`src/rtl/channel_in_pair_packer_pkg.sv`:
```
// Shared parameters for the channel-in pair packer: beat width W and FSM encoding.
// Latency: n/a (definitions only).
// Backpressure: n/a (definitions only).
//
// Shared macros `PICTURE_NUM and `WIDTH_DATA_OUT are given defaults here
// unless the build provides them. Optional feature macro used by the top:
// PAIR_PACK_CNT_EN.

`ifndef PICTURE_NUM
`define PICTURE_NUM 2
`endif

`ifndef WIDTH_DATA_OUT
`define WIDTH_DATA_OUT 8
`endif

package channel_in_pair_packer_pkg;

   // One channel-group partial-sum beat.
   localparam int W = `PICTURE_NUM * `WIDTH_DATA_OUT * 2;

   typedef enum logic {
      ST_EMPTY = 1'b0,   // no beat held
      ST_HALF  = 1'b1    // first beat of a pair sits in the hold register
   } pack_state_e;

endpackage

```
`src/rtl/channel_in_pair_packer_pack_out_reg.sv`:
```
// Output register of the pair packer: loads a completed word, holds it until taken.
// Latency: 1 cycle from load to m_valid.
// Backpressure: s_ready low only while a word is held and m_ready is low; drains and reloads in one cycle.
//
// Ports:
//   clk, rst_n                    clock, async active-low reset
//   load, load_data/last/pad      completed word from the packer FSM
//   s_ready                       upstream may hand over a beat this cycle
//   m_valid/m_ready/m_data/m_last/odd_pad   downstream valid/ready word

module pack_out_reg
   import channel_in_pair_packer_pkg::*;
(
   input  logic           clk,
   input  logic           rst_n,
   input  logic           load,
   input  logic [2*W-1:0] load_data,
   input  logic           load_last,
   input  logic           load_pad,
   output logic           s_ready,
   output logic           m_valid,
   input  logic           m_ready,
   output logic [2*W-1:0] m_data,
   output logic           m_last,
   output logic           odd_pad
);

   logic           valid_q, valid_d;
   logic [2*W-1:0] data_q,  data_d;
   logic           last_q,  last_d;
   logic           pad_q,   pad_d;

   // A load can only arrive while s_ready is high, so it never overwrites
   // a word that has not been taken.
   always_comb begin
      valid_d = valid_q;
      data_d  = data_q;
      last_d  = last_q;
      pad_d   = pad_q;
      if (load) begin
         valid_d = 1'b1;
         data_d  = load_data;
         last_d  = load_last;
         pad_d   = load_pad;
      end else if (valid_q && m_ready) begin
         valid_d = 1'b0;
      end
   end

   always_ff @(posedge clk or negedge rst_n) begin
      if (!rst_n) begin
         valid_q <= 1'b0;
         data_q  <= '0;
         last_q  <= 1'b0;
         pad_q   <= 1'b0;
      end else begin
         valid_q <= valid_d;
         data_q  <= data_d;
         last_q  <= last_d;
         pad_q   <= pad_d;
      end
   end

   assign s_ready = !(valid_q && !m_ready);
   assign m_valid = valid_q;
   assign m_data  = data_q;
   assign m_last  = last_q;
   assign odd_pad = pad_q;

endmodule

```
`src/rtl/channel_in_pair_packer.sv`:
```
// Packs two consecutive channel-group beats into one 2*W word; a lone last beat is zero-padded.
// Latency: 1 cycle from the completing beat to m_valid.
// Backpressure: s_ready = !(m_valid && !m_ready); full throughput of one word per two beats.
//
// Ports:
//   clk, rst_n                         clock, async active-low reset
//   s_valid/s_ready/s_data/s_last      upstream beat stream
//   m_valid/m_ready/m_data/m_last      packed word stream ({first, second})
//   odd_pad                            lower half of m_data is zero padding
//   pair_cnt [15:0]                    words handed downstream (only with PAIR_PACK_CNT_EN)

module channel_in_pair_packer
   import channel_in_pair_packer_pkg::*;
#(
   parameter int COMPUTE_CHANNEL_IN_NUM = 2
) (
   input  logic           clk,
   input  logic           rst_n,
   input  logic           s_valid,
   output logic           s_ready,
   input  logic [W-1:0]   s_data,
   input  logic           s_last,
   output logic           m_valid,
   input  logic           m_ready,
   output logic [2*W-1:0] m_data,
   output logic           m_last,
   output logic           odd_pad
`ifdef PAIR_PACK_CNT_EN
   ,
   output logic [15:0]    pair_cnt
`endif
);

   if (COMPUTE_CHANNEL_IN_NUM != 2) begin : g_bad_cfg
      $error("channel_in_pair_packer supports only COMPUTE_CHANNEL_IN_NUM = 2");
   end

   pack_state_e    state_q, state_d;
   logic [W-1:0]   hold_q,  hold_d;

   logic           accept;
   logic           load;
   logic [2*W-1:0] load_data;
   logic           load_last;
   logic           load_pad;

   assign accept = s_valid && s_ready;

   always_comb begin
      state_d   = state_q;
      hold_d    = hold_q;
      load      = 1'b0;
      load_data = '0;
      load_last = 1'b0;
      load_pad  = 1'b0;
      if (accept) begin
         case (state_q)
            ST_EMPTY: begin
               if (s_last) begin
                  // Pixel set ended on an odd beat: emit it alone, padded.
                  load      = 1'b1;
                  load_data = {s_data, {W{1'b0}}};
                  load_last = 1'b1;
                  load_pad  = 1'b1;
               end else begin
                  hold_d  = s_data;
                  state_d = ST_HALF;
               end
            end
            ST_HALF: begin
               load      = 1'b1;
               load_data = {hold_q, s_data};
               load_last = s_last;
               load_pad  = 1'b0;
               state_d   = ST_EMPTY;
            end
            default: state_d = ST_EMPTY;
         endcase
      end
   end

   always_ff @(posedge clk or negedge rst_n) begin
      if (!rst_n) begin
         state_q <= ST_EMPTY;
         hold_q  <= '0;
      end else begin
         state_q <= state_d;
         hold_q  <= hold_d;
      end
   end

   pack_out_reg u_pack_out_reg (
      .clk       (clk),
      .rst_n     (rst_n),
      .load      (load),
      .load_data (load_data),
      .load_last (load_last),
      .load_pad  (load_pad),
      .s_ready   (s_ready),
      .m_valid   (m_valid),
      .m_ready   (m_ready),
      .m_data    (m_data),
      .m_last    (m_last),
      .odd_pad   (odd_pad)
   );

`ifdef PAIR_PACK_CNT_EN
   logic [15:0] pair_cnt_q, pair_cnt_d;

   // 16-bit wrap is the natural rollover.
   always_comb begin
      pair_cnt_d = pair_cnt_q;
      if (m_valid && m_ready) begin
         pair_cnt_d = pair_cnt_q + 16'd1;
      end
   end

   always_ff @(posedge clk or negedge rst_n) begin
      if (!rst_n) begin
         pair_cnt_q <= '0;
      end else begin
         pair_cnt_q <= pair_cnt_d;
      end
   end

   assign pair_cnt = pair_cnt_q;
`endif

endmodule
```
`config.mk`:
```
export PLATFORM = sky130hd
export DESIGN_NAME = channel_in_pair_packer
export DESIGN_NICKNAME = d
export VERILOG_FILES = /design/src/rtl/channel_in_pair_packer_pkg.sv /design/src/rtl/channel_in_pair_packer_pack_out_reg.sv /design/src/rtl/channel_in_pair_packer.sv
export SDC_FILE = /design/constraint.sdc
export NUM_CORES = 1
export LEC_CHECK = 0
export CELL_PAD_IN_SITES_DETAIL_PLACEMENT = 0
export CELL_PAD_IN_SITES_GLOBAL_PLACEMENT = 1
export CORE_MARGIN = 2
export CORE_UTILIZATION = 41
export DETAILED_ROUTE_END_ITERATION = 10
export PLACE_DENSITY_LB_ADDON = 0.05
export SLEW_MARGIN = 20
export SYNTH_ARGS = -nofsm -noshare
export SYNTH_HDL_FRONTEND = slang
export SYNTH_HIERARCHICAL = 1
export SYNTH_SLANG_ARGS = --single-unit
```
`constraint.sdc`:
```
create_clock -name clk -period 2.3 [get_ports clk]
set_input_delay 0.345 -clock clk [delete_from_list [all_inputs] [get_ports clk]]
set_output_delay 0.345 -clock clk [all_outputs]
set_load 0.1 [all_outputs]
```
==> reports/summary.md <==
The number of pins with negative max-slew slack in the final report is 0. The highest achievable clock rate is 546 MHz, and the sequential area share after synthesis is 51.7%. The later pin in the worst-skew pair is clocked with a latency of 0.34 ns. In this run the number of H-tree levels came out at 3. The launching element type of the critical path was a register.

The number of hold violations in the final report was 0. Summing all flip-flop and latch instances after layout gives 2510 sq um. In this run, synthesis produced a sequential element count of 100.

Across the run, the number of max-cap violations was 0. Fill cells in the final layout number 975. The number of warning messages in the yosys log is 6, and the count of cell types in the netlist is 18.

The via count of the first global-routing pass is 3238. Clock tree synthesis found a total of 100 sinks. Global-route congestion overflow total: 0. For this block, the routed nets add up to 10500 um of wire. The number of standard cells after synthesis is 368, and the fraction of synthesized cell area taken by the top area cell type is 51.7%. For this run, design rule violations remaining after detail routing come to 0. The number of antenna-violating nets in the routed design is 0, and the average wire per cell in the routed design is 17.3 um.

The number of gates resized after CTS was 0; the final cycle utilization of the critical path was 79.7%. The routed design could run at a clock period as short as 1.83 ns. At the end of routability-driven placement, the weighted congestion stood at 0.685. The first global-routing pass estimated 17500 um of wire.

0 antenna diodes ended up in the layout. After the first detailed-routing iteration, the DRC count stood at 160. The areal power density over the cells came out at 1070 nW/um^2. Buffers added to address setup during post-CTS repair amount to 0. The floorplan step set the die height to 113 um. The longest clock path from root to sink contains 2 buffers. The critical path endpoint category is a register. In this run the most used layer during global routing was met1. The count of port buffers added during placement is 104. The cts-stage hold buffer count came out at 0.

The core area is 11500 sq um. TritonCTS built the clock tree. The tools report the total die area as 12700 sq um.

The detailed placer's ending HPWL is 6680 um, and the headroom to the max-slew limit is 59.6%. Detailed routing inserted a total of 3171 vias. The total power of the final layout is 6.56 mW, and the setup violation total in the final timing report is 0. The top cell types in the final layout, fill and taps aside, are 98 x dfrtp_1, 77 x buf_4, 58 x mux2_4, 40 x mux2_2, 34 x clkdlybuf4s50_1. 105 I/O pins were placed. Across every metal layer, demand over resource in global routing totals 17.4%. The number of clock buffers added by TritonCTS is 9. Across the routed clock network, the largest skew measured is 0.00828 ns. For the leakage power of the design, the log shows 3.03 nW. The area growth from synthesis to layout is 26.8%. Data arrives at the worst endpoint at 2.06 ns. Of the cells placed in the final design, the portion with a size suffix greater than 1 is 42.8%. The logs give 42.2% for the starting utilization of the core area and 4840 sq um for the combined area of all synthesized cells. After synthesis, the cell types taking the most area are dfrtp_1 52%, mux2_4 18%, mux2_2 9.3%. In this run the core area contains 39 standard-cell rows.

Global routing used 25.2% of the available met2 tracks. The net count of the finished layout is 500. Global routing consumed, on the met3 layer, 3.02% of the routing resources.

The endpoint required time on the critical path was 2.53 ns; the via-per-instance ratio was 5.20. For the final routed database, the setup TNS stands at 0 ns. The number of antenna violations at the first check in global routing was 0; the worst-margin pin slew was 0.606 ns. The area of the multi-input gates came out at 2130 sq um. The largest fanout on the critical path was 46. The critical path in this run is classified as register to register. The clock root buffer master is clkbuf_16. Clock-pin slew was measured on the worst setup and hold paths at 0.07 ns. Across the VDD grid, the largest voltage drop is 0.475 mV. The run finished with clean final reports. Leaving out fill and tap cells, the most frequent cell in the layout is dfrtp_1. The run gives 405 as the post-synth net total.

Setup repair after global routing left no endpoint under its margin. Path class of the lowest-slack min-delay path: input pin to async pin. For the pin count of the biggest net entering global routing, the log shows 71. The largest total area in the synthesized netlist belongs to dfrtp_1. The first detailed-routing pass ran for 4 iterations. A synthesized cell averages 13.2 sq um. The die width is 113 um, and the met1 layer usage reported by global route is 25.5%.
==> power by group <==
group / switching (mW) / total [mW] / internal (mW) / leakage (nW)
Combinational: 1.77 / 2.64 / 0.869 / 1.58
Sequential: 0.228 / 2.34 / 2.12 / 1.30
Clock: 0.626 / 1.58 / 0.957 / 0.155
Total: 2.62 / 6.56 / 3.94 / 3.03
==> layer usage <==
layer  up-vias  part of all wire [%]
li1       1484                     -
met1      1605                    49
met2        68                    45
met3        14                   4.1
met4         0                   2.1
met5         -                     0
==> final timing paths <==
| path | to | slack (ns) | from | cells past startpoint |
|---|---|---|---|---|
| min in group clk | u_pack_out_reg/m_data[1]$_DFFE_PN0P_ | 0.51 | u_pack_out_reg/m_data[1]$_DFFE_PN0P_ | 1 |
| max | u_pack_out_reg/m_data[61]$_DFFE_PN0P_ | 0.47 | state_q$_DFFE_PN0P_ | 4 |
| max reg2reg | u_pack_out_reg/m_data[61]$_DFFE_PN0P_ | 0.47 | state_q$_DFFE_PN0P_ | 4 |
| min reg2reg | u_pack_out_reg/m_data[1]$_DFFE_PN0P_ | 0.51 | u_pack_out_reg/m_data[1]$_DFFE_PN0P_ | 1 |
| max in group asynchronous | u_pack_out_reg/m_data[48]$_DFFE_PN0P_ | 1.59 | rst_n | 2 |
| min | hold_q[4]$_DFFE_PN0P_ | 0.02 | rst_n | 1 |
==> worst max-delay path, cell delays in order (launching register included) <==
cell,delay [ns]
dfrtp_2,0.70
nor2_1,0.14
nor2_4,0.14
buf_12,0.27
mux2_2,0.39
==> cell usage after synthesis, drive strengths merged <==
library cell / instances
a21oi: 32
nor2: 2
and3: 33
nor2b: 1
nand2b: 2
a21o: 1
nand2: 33
clkbuf: 18
and2: 1
nand3b: 32
dfrtp: 100
nor4bb: 1
buf: 14
mux2: 98
==> area by class of cell <==
class | instances | share of cell area [%]
clock buffers | 14 | 4.63
flip-flops and latches | 100 | 40.8
repair buffers | 116 | 16.3
multi-input cells | 236 | 34.8
well taps | 143 | 2.91
clock inverters | 1 | 0.489
==> stage by stage <==
stage / cell area (sq um) / cells / util (%) / hold WS (ns) / setup WS, ns
after floorplan: 4860 / 368 / - / 0.0494 / 0.0210
after global placement: 5820 / 595 / 50.8 / 0.403 / 0.229
after detailed placement: 5820 / 595 / 50.8 / 0.409 / 0.175
after CTS: 6140 / 610 / 53.5 / 0.0350 / 0.459
after global routing: 6140 / 610 / 53.5 / 0.0557 / 0.382
final: 6140 / 610 / 53.5 / 0.0173 / 0.468
==> sequential cells by signal (all words and copies together), names as in the netlist <==
name and cells:
u_pack_out_reg/m_data 64, u_pack_out_reg/odd_pad 1, u_pack_out_reg/m_valid 1, state_q 1
hold_q 32, u_pack_out_reg/m_last 1
==> logic make-up (layout without fill, tap and decap cells) <==
logic type      Yosys count  in the layout  synth area share, %
buf+inv                  32            131                 4.60
compound gates           33             33                 3.46
flops                   100            100                 51.7
simple gates            105            105                 13.0
mux                      98             98                 27.3
No activity file was read; power rests on OpenSTA's default activity.
